[src/rtl/rtc_access_arbiter_pkg.sv]
// Shared definitions for the RTC register-access arbiter.
// Holds the FSM state encoding, the owner encoding, the legal RTC register
// address map boundaries and the default bus timeout.
package rtc_access_arbiter_pkg;

  typedef enum logic [1:0] {
    StIdle    = 2'd0,
    StIssue   = 2'd1,
    StWait    = 2'd2,
    StRelease = 2'd3
  } arb_state_e;

  typedef enum logic [1:0] {
    OwnNone = 2'd0,
    OwnInit = 2'd1,
    OwnWr   = 2'd2,
    OwnRd   = 2'd3
  } owner_e;

  // Legal register windows: 0x00..0x02, 0x10, 0x21..0x27, 0x41..0x43.
  localparam logic [6:0] AddrCtrlLast   = 7'h02;
  localparam logic [6:0] AddrStatus     = 7'h10;
  localparam logic [6:0] AddrTimeFirst  = 7'h21;
  localparam logic [6:0] AddrTimeLast   = 7'h27;
  localparam logic [6:0] AddrAlarmFirst = 7'h41;
  localparam logic [6:0] AddrAlarmLast  = 7'h43;

  localparam logic [7:0] TimeoutDefault = 8'd200;

endpackage

[src/rtl/rtc_addr_check.sv]
// Combinational RTC address legality decode.
// Ports:
//   addr_i  - 7-bit register address of the currently selected requester
//   legal_o - high when addr_i falls inside one of the implemented windows
module rtc_addr_check
  import rtc_access_arbiter_pkg::*;
(
  input  logic [6:0] addr_i,
  output logic       legal_o
);

  assign legal_o = (addr_i <= AddrCtrlLast) ||
                   (addr_i == AddrStatus) ||
                   ((addr_i >= AddrTimeFirst) && (addr_i <= AddrTimeLast)) ||
                   ((addr_i >= AddrAlarmFirst) && (addr_i <= AddrAlarmLast));

endmodule

[src/rtl/rtc_access_arbiter.sv]
// Arbitrates three requesters (init sequencer, user write-back, periodic read
// sweep) onto a single RTC register bus. Init has absolute priority; wr and rd
// alternate when both are pending. The winner's command is latched at grant,
// illegal addresses are rejected without touching the bus, and a stuck bus is
// aborted after TIMEOUT wait cycles.
// Ports:
//   CLK, RST                      - clock, asynchronous active-high reset
//   req_*/addr_*/data_*           - per-requester request, address, write data
//   gnt_*/done_*                  - owner indication and completion pulse
//   err                           - rejected/timed-out flag, coincident with done
//   rd_data                       - last successfully read value
//   bus_start/bus_we/bus_addr/bus_wdata - command to the bus controller
//   bus_rdata/bus_done            - response from the bus controller
module rtc_access_arbiter
  import rtc_access_arbiter_pkg::*;
#(
  parameter logic [7:0] TIMEOUT = TimeoutDefault
) (
  input  logic       CLK,
  input  logic       RST,
  input  logic       req_init,
  input  logic       req_wr,
  input  logic       req_rd,
  input  logic [6:0] addr_init,
  input  logic [6:0] addr_wr,
  input  logic [6:0] addr_rd,
  input  logic [7:0] data_init,
  input  logic [7:0] data_wr,
  output logic       gnt_init,
  output logic       gnt_wr,
  output logic       gnt_rd,
  output logic       done_init,
  output logic       done_wr,
  output logic       done_rd,
  output logic       err,
  output logic [7:0] rd_data,
  output logic       bus_start,
  output logic       bus_we,
  output logic [6:0] bus_addr,
  output logic [7:0] bus_wdata,
  input  logic [7:0] bus_rdata,
  input  logic       bus_done
);

  arb_state_e state_q, state_d;
  owner_e     owner_q, owner_d, sel_owner;
  logic       last_wr_q, last_wr_d;
  logic [6:0] addr_q, addr_d, sel_addr;
  logic [7:0] wdata_q, wdata_d, sel_wdata;
  logic       we_q, we_d;
  logic [7:0] cnt_q, cnt_d;
  logic [7:0] rd_data_q, rd_data_d;
  logic       start_q, start_d;
  logic       done_q, done_d;
  logic       err_q, err_d;
  logic       sel_legal;
  logic       timeout_hit;

  // Requester selection; last_wr_q breaks wr/rd ties in favour of the other one.
  always_comb begin
    sel_owner = OwnNone;
    sel_addr  = addr_rd;
    sel_wdata = '0;
    if (req_init) begin
      sel_owner = OwnInit;
      sel_addr  = addr_init;
      sel_wdata = data_init;
    end else if (req_wr && (!req_rd || !last_wr_q)) begin
      sel_owner = OwnWr;
      sel_addr  = addr_wr;
      sel_wdata = data_wr;
    end else if (req_rd) begin
      sel_owner = OwnRd;
      sel_addr  = addr_rd;
    end
  end

  rtc_addr_check u_addr_check (
    .addr_i  (sel_addr),
    .legal_o (sel_legal)
  );

  // True in the TIMEOUT-th wait cycle; bus_done in that same cycle still wins.
  assign timeout_hit = ({1'b0, cnt_q} + 9'd1) >= {1'b0, TIMEOUT};

  always_comb begin
    state_d   = state_q;
    owner_d   = owner_q;
    last_wr_d = last_wr_q;
    addr_d    = addr_q;
    wdata_d   = wdata_q;
    we_d      = we_q;
    cnt_d     = cnt_q;
    rd_data_d = rd_data_q;
    start_d   = 1'b0;
    done_d    = 1'b0;
    err_d     = 1'b0;
    unique case (state_q)
      StIdle: begin
        if (sel_owner != OwnNone) begin
          state_d = StIssue;
          owner_d = sel_owner;
          addr_d  = sel_addr;
          wdata_d = sel_wdata;
          we_d    = (sel_owner != OwnRd);
          start_d = sel_legal;
          if (sel_owner == OwnWr) begin
            last_wr_d = 1'b1;
          end else if (sel_owner == OwnRd) begin
            last_wr_d = 1'b0;
          end
        end
      end
      StIssue: begin
        cnt_d = '0;
        // start_q is only set for a legal address, so it doubles as the legality flag.
        if (start_q) begin
          state_d = StWait;
        end else begin
          state_d = StRelease;
          done_d  = 1'b1;
          err_d   = 1'b1;
        end
      end
      StWait: begin
        if (bus_done) begin
          state_d = StRelease;
          done_d  = 1'b1;
          if (!we_q) begin
            rd_data_d = bus_rdata;
          end
        end else if (timeout_hit) begin
          state_d = StRelease;
          done_d  = 1'b1;
          err_d   = 1'b1;
        end else begin
          cnt_d = cnt_q + 8'd1;
        end
      end
      StRelease: begin
        state_d = StIdle;
        owner_d = OwnNone;
        cnt_d   = '0;
      end
      default: state_d = StIdle;
    endcase
  end

  always_ff @(posedge CLK or posedge RST) begin
    if (RST) begin
      state_q   <= StIdle;
      owner_q   <= OwnNone;
      last_wr_q <= 1'b0;
      addr_q    <= '0;
      wdata_q   <= '0;
      we_q      <= 1'b0;
      cnt_q     <= '0;
      rd_data_q <= '0;
      start_q   <= 1'b0;
      done_q    <= 1'b0;
      err_q     <= 1'b0;
    end else begin
      state_q   <= state_d;
      owner_q   <= owner_d;
      last_wr_q <= last_wr_d;
      addr_q    <= addr_d;
      wdata_q   <= wdata_d;
      we_q      <= we_d;
      cnt_q     <= cnt_d;
      rd_data_q <= rd_data_d;
      start_q   <= start_d;
      done_q    <= done_d;
      err_q     <= err_d;
    end
  end

  assign gnt_init  = (owner_q == OwnInit);
  assign gnt_wr    = (owner_q == OwnWr);
  assign gnt_rd    = (owner_q == OwnRd);
  assign done_init = done_q && (owner_q == OwnInit);
  assign done_wr   = done_q && (owner_q == OwnWr);
  assign done_rd   = done_q && (owner_q == OwnRd);
  assign err       = err_q;
  assign rd_data   = rd_data_q;
  assign bus_start = start_q;
  assign bus_we    = we_q;
  assign bus_addr  = addr_q;
  assign bus_wdata = wdata_q;

endmodule
[config.mk]
export PLATFORM = sky130hd
export DESIGN_NAME = rtc_access_arbiter
export DESIGN_NICKNAME = d
export VERILOG_FILES = /design/src/rtl/rtc_access_arbiter_pkg.sv /design/src/rtl/rtc_addr_check.sv /design/src/rtl/rtc_access_arbiter.sv
export SDC_FILE = /design/constraint.sdc
export NUM_CORES = 1
export LEC_CHECK = 0
export ABC_AREA = 1
export CAP_MARGIN = 25
export CORE_MARGIN = 5
export CORE_UTILIZATION = 48
export CTS_CLUSTER_DIAMETER = 150
export DETAILED_ROUTE_END_ITERATION = 7
export GPL_TIMING_DRIVEN = 0
export PLACE_DENSITY = 0.95
export SLEW_MARGIN = 20
export SYNTH_ARGS = -nofsm -noshare
export SYNTH_HDL_FRONTEND = slang
export SYNTH_SLANG_ARGS = --single-unit
[constraint.sdc]
create_clock -name CLK -period 2.6 [get_ports CLK]
set_input_delay 0.78 -clock CLK [delete_from_list [all_inputs] [get_ports CLK]]
set_output_delay 0.78 -clock CLK [all_outputs]
set_load 0.01 [all_outputs]
==> out/metrics.yaml <==
maxCapViolations: 0
htree_levels: 2
clock-sinks: 40
r2r-start: "state_q[0]$_DFFE_PP0P_"
fin_util: 0.737
final_cell_mix: "82 x clkdlybuf4s50_1, 72 x nand2_1, 40 x dfrtp_1"
cts_buffer_depth: 2
die_h_um: 77.9
syn-num-nets: 343
chipWidth_um: 77.9
finalHoldViolCount: 0
grt_pass1_vias: 2269
vias: 2230
final_nets: 433
clk_transition_reported_paths_ns: 0.08
hpwl_um: 4480
finalWorstSetupSlack_ns: 0.326
max_freq_mhz: 440
postSynthCellCount: 285
synth_area_um2: 2210
drc: 0
viasPerCell: 5.21
yosys_register_bits: 40
r2r_end: "owner_q[0]$_DFFE_PP0P_"
drv_slew: 0
grt_max_degree: 25
synthDistinctLibCells: 26
dr.pass1.iters: 4
crit_path_end_kind: "output port"
fin_area_um2: 3250
cts_inserted_buffers: 5
crit_start: "owner_q[1]$_DFFE_PP0P_"
arrival_ns: 1.49
status: "finished, final reports clean"
root_buffer: "clkbuf_8"
antenna_found_initial: 0
reg2reg_depth: 7
dp.cells: 420
yosysSeqAreaShare: 0.452
pre_cts_slack_ns: 0.0902
area_growth_pct: 47.0
avgSynthCellArea_um2: 7.77
place.gp.congestion: 0.852
port_buffers: 82
die_area_um2: 6070
drive_gt1_frac: 0.0851
drtIter0Drc: 124
initial_core_util: 0.501
ys_warn_count: 0
start_kind: "flop"
finClkSkew_ns: 0.00765
overflow: 0
final_common_cell: "clkdlybuf4s50_1"
hold_buffers: 0
wl_per_cell_um: 13.4
core_area_um2: 4410
ios: 83
crit_type: "flop to output port"
clock_latency_ns: 0.29
cts_tree: "built"
fin_setup_tns_ns: 0
ant_nets: 0
antenna_cells: 0
worst_slew_margin_rel: 0.610
power_density_nw_per_um2: 945
setup-violations-final: 0
worst_pin_slew_ns: 0.579
finalCriticalPeriod_ns: 2.27
hold_path.class: "flop to flop"
rsz0062_at_grt: "false"
irDropWorstVdd_v: 0.000503
place_area_um2: 3130
final.period_utilization: 0.875
grt_pass1_wl_um: 9850
leakagePower_nw: 1.56
reg2reg_slack_ns: 0.63
drt-total-wl_um: 5740
track_usage: 0.195
num-fill-cells: 315
fin_cells: 428
rows: 24
timing.critical_path.to: "done_wr"
cts_resized: 0
cts_setup_buffers: 0
worst-path-max-fanout: 4
worstPathRequired_ns: 1.82
sequential cells by signal, indices dropped and copies added, names as in the netlist:
signal	cells
bus_addr	7
state_q	2
bus_wdata	8
err	1
owner_q	2
bus_start	1
bus_we	1
done_q	1
rd_data	8
last_wr_q	1
cnt_q	8
through the flow:
stage / power, mW / hold slack (ns)
2_1_floorplan: 1.83 / 0.463
3_3_place_gp: 2.47 / 0.461
3_5_place_dp: 2.53 / 0.465
4_1_cts: 3.10 / 0.486
5_1_grt: 3.30 / 0.518
6_report: 3.08 / 0.482
final cells by class:
cell class	count	area, um2	share of cell area
multi-input combinational	206	1050	0.323
sequential	40	1000	0.308
timing repair buffer	83	848	0.261
inverter	32	120	0.0369
clock buffer	7	96.3	0.0296
tap	52	65.1	0.0200
buffer	7	40.0	0.0123
clock inverter	1	30.0	0.00923
logic make-up after synthesis:
logic type      share of synthesized area
simple gates                        0.296
compound gates                     0.0989
flops                               0.452
buf+inv                            0.0724
mux                                0.0407
fa+ha+maj                          0.0396
synthesized netlist by cell type:
| cell type | count | area (um2) |
|---|---|---|
| a21oi_1 | 22 | 110 |
| a31oi_1 | 2 | 12.5 |
| buf_2 | 2 | 10.0 |
| buf_4 | 1 | 7.51 |
| buf_6 | 1 | 11.3 |
| clkbuf_1 | 3 | 11.3 |
| clkinv_1 | 1 | 3.75 |
| dfrtp_1 | 40 | 1000 |
| ha_1 | 7 | 87.6 |
| inv_1 | 30 | 113 |
| inv_2 | 1 | 3.75 |
| mux2_2 | 8 | 90.1 |
| nand2_1 | 72 | 270 |
| nand2_2 | 1 | 6.26 |
| nand2_4 | 2 | 22.5 |
| nand3_1 | 33 | 165 |
| nand3_2 | 2 | 20.0 |
| nand4_1 | 3 | 18.8 |
| nor2_1 | 30 | 113 |
| nor2_2 | 1 | 6.26 |
| nor3_1 | 3 | 15.0 |
| o211ai_1 | 2 | 15.0 |
| o21ai_0 | 12 | 60.1 |
| o21bai_1 | 2 | 15.0 |
| o22ai_1 | 1 | 6.26 |
| or2_2 | 3 | 18.8 |
worst max-delay path, cell delays in order (launching register included):
cell             delay (ns)
dfrtp_1                0.39
inv_1                  0.09
nor3_1                 0.17
clkdlybuf4s50_1        0.56
layer usage:
metal	up-vias	GRT usage	part of all wire
li1	1106	-	-
met1	1022	0.214	0.39
met2	89	0.348	0.49
met3	13	0.0637	0.089
met4	0	0.0743	0.021
met5	-	0	0
report_power, final:
part           switching (mW)  internal, mW  total, mW
clock network           0.217         0.339      0.556
logic                   0.764         0.730       1.49
registers               0.153         0.872       1.03
total                    1.13          1.94       3.08
worst min path at each step:
stage,cells after the start,slack (ns),end,from
2_1_floorplan,2,0.46,cnt_q[4]$_DFFE_PP0P_,cnt_q[4]$_DFFE_PP0P_
3_3_place_gp,2,0.46,bus_addr[2]$_DFFE_PP0P_,bus_addr[2]$_DFFE_PP0P_
3_5_place_dp,2,0.47,bus_addr[2]$_DFFE_PP0P_,bus_addr[2]$_DFFE_PP0P_
4_1_cts,2,0.49,bus_addr[2]$_DFFE_PP0P_,bus_addr[2]$_DFFE_PP0P_
5_1_grt,2,0.52,bus_addr[0]$_DFFE_PP0P_,bus_addr[0]$_DFFE_PP0P_
6_report,2,0.48,bus_addr[2]$_DFFE_PP0P_,bus_addr[2]$_DFFE_PP0P_
(Power assumes the default switching activity.)
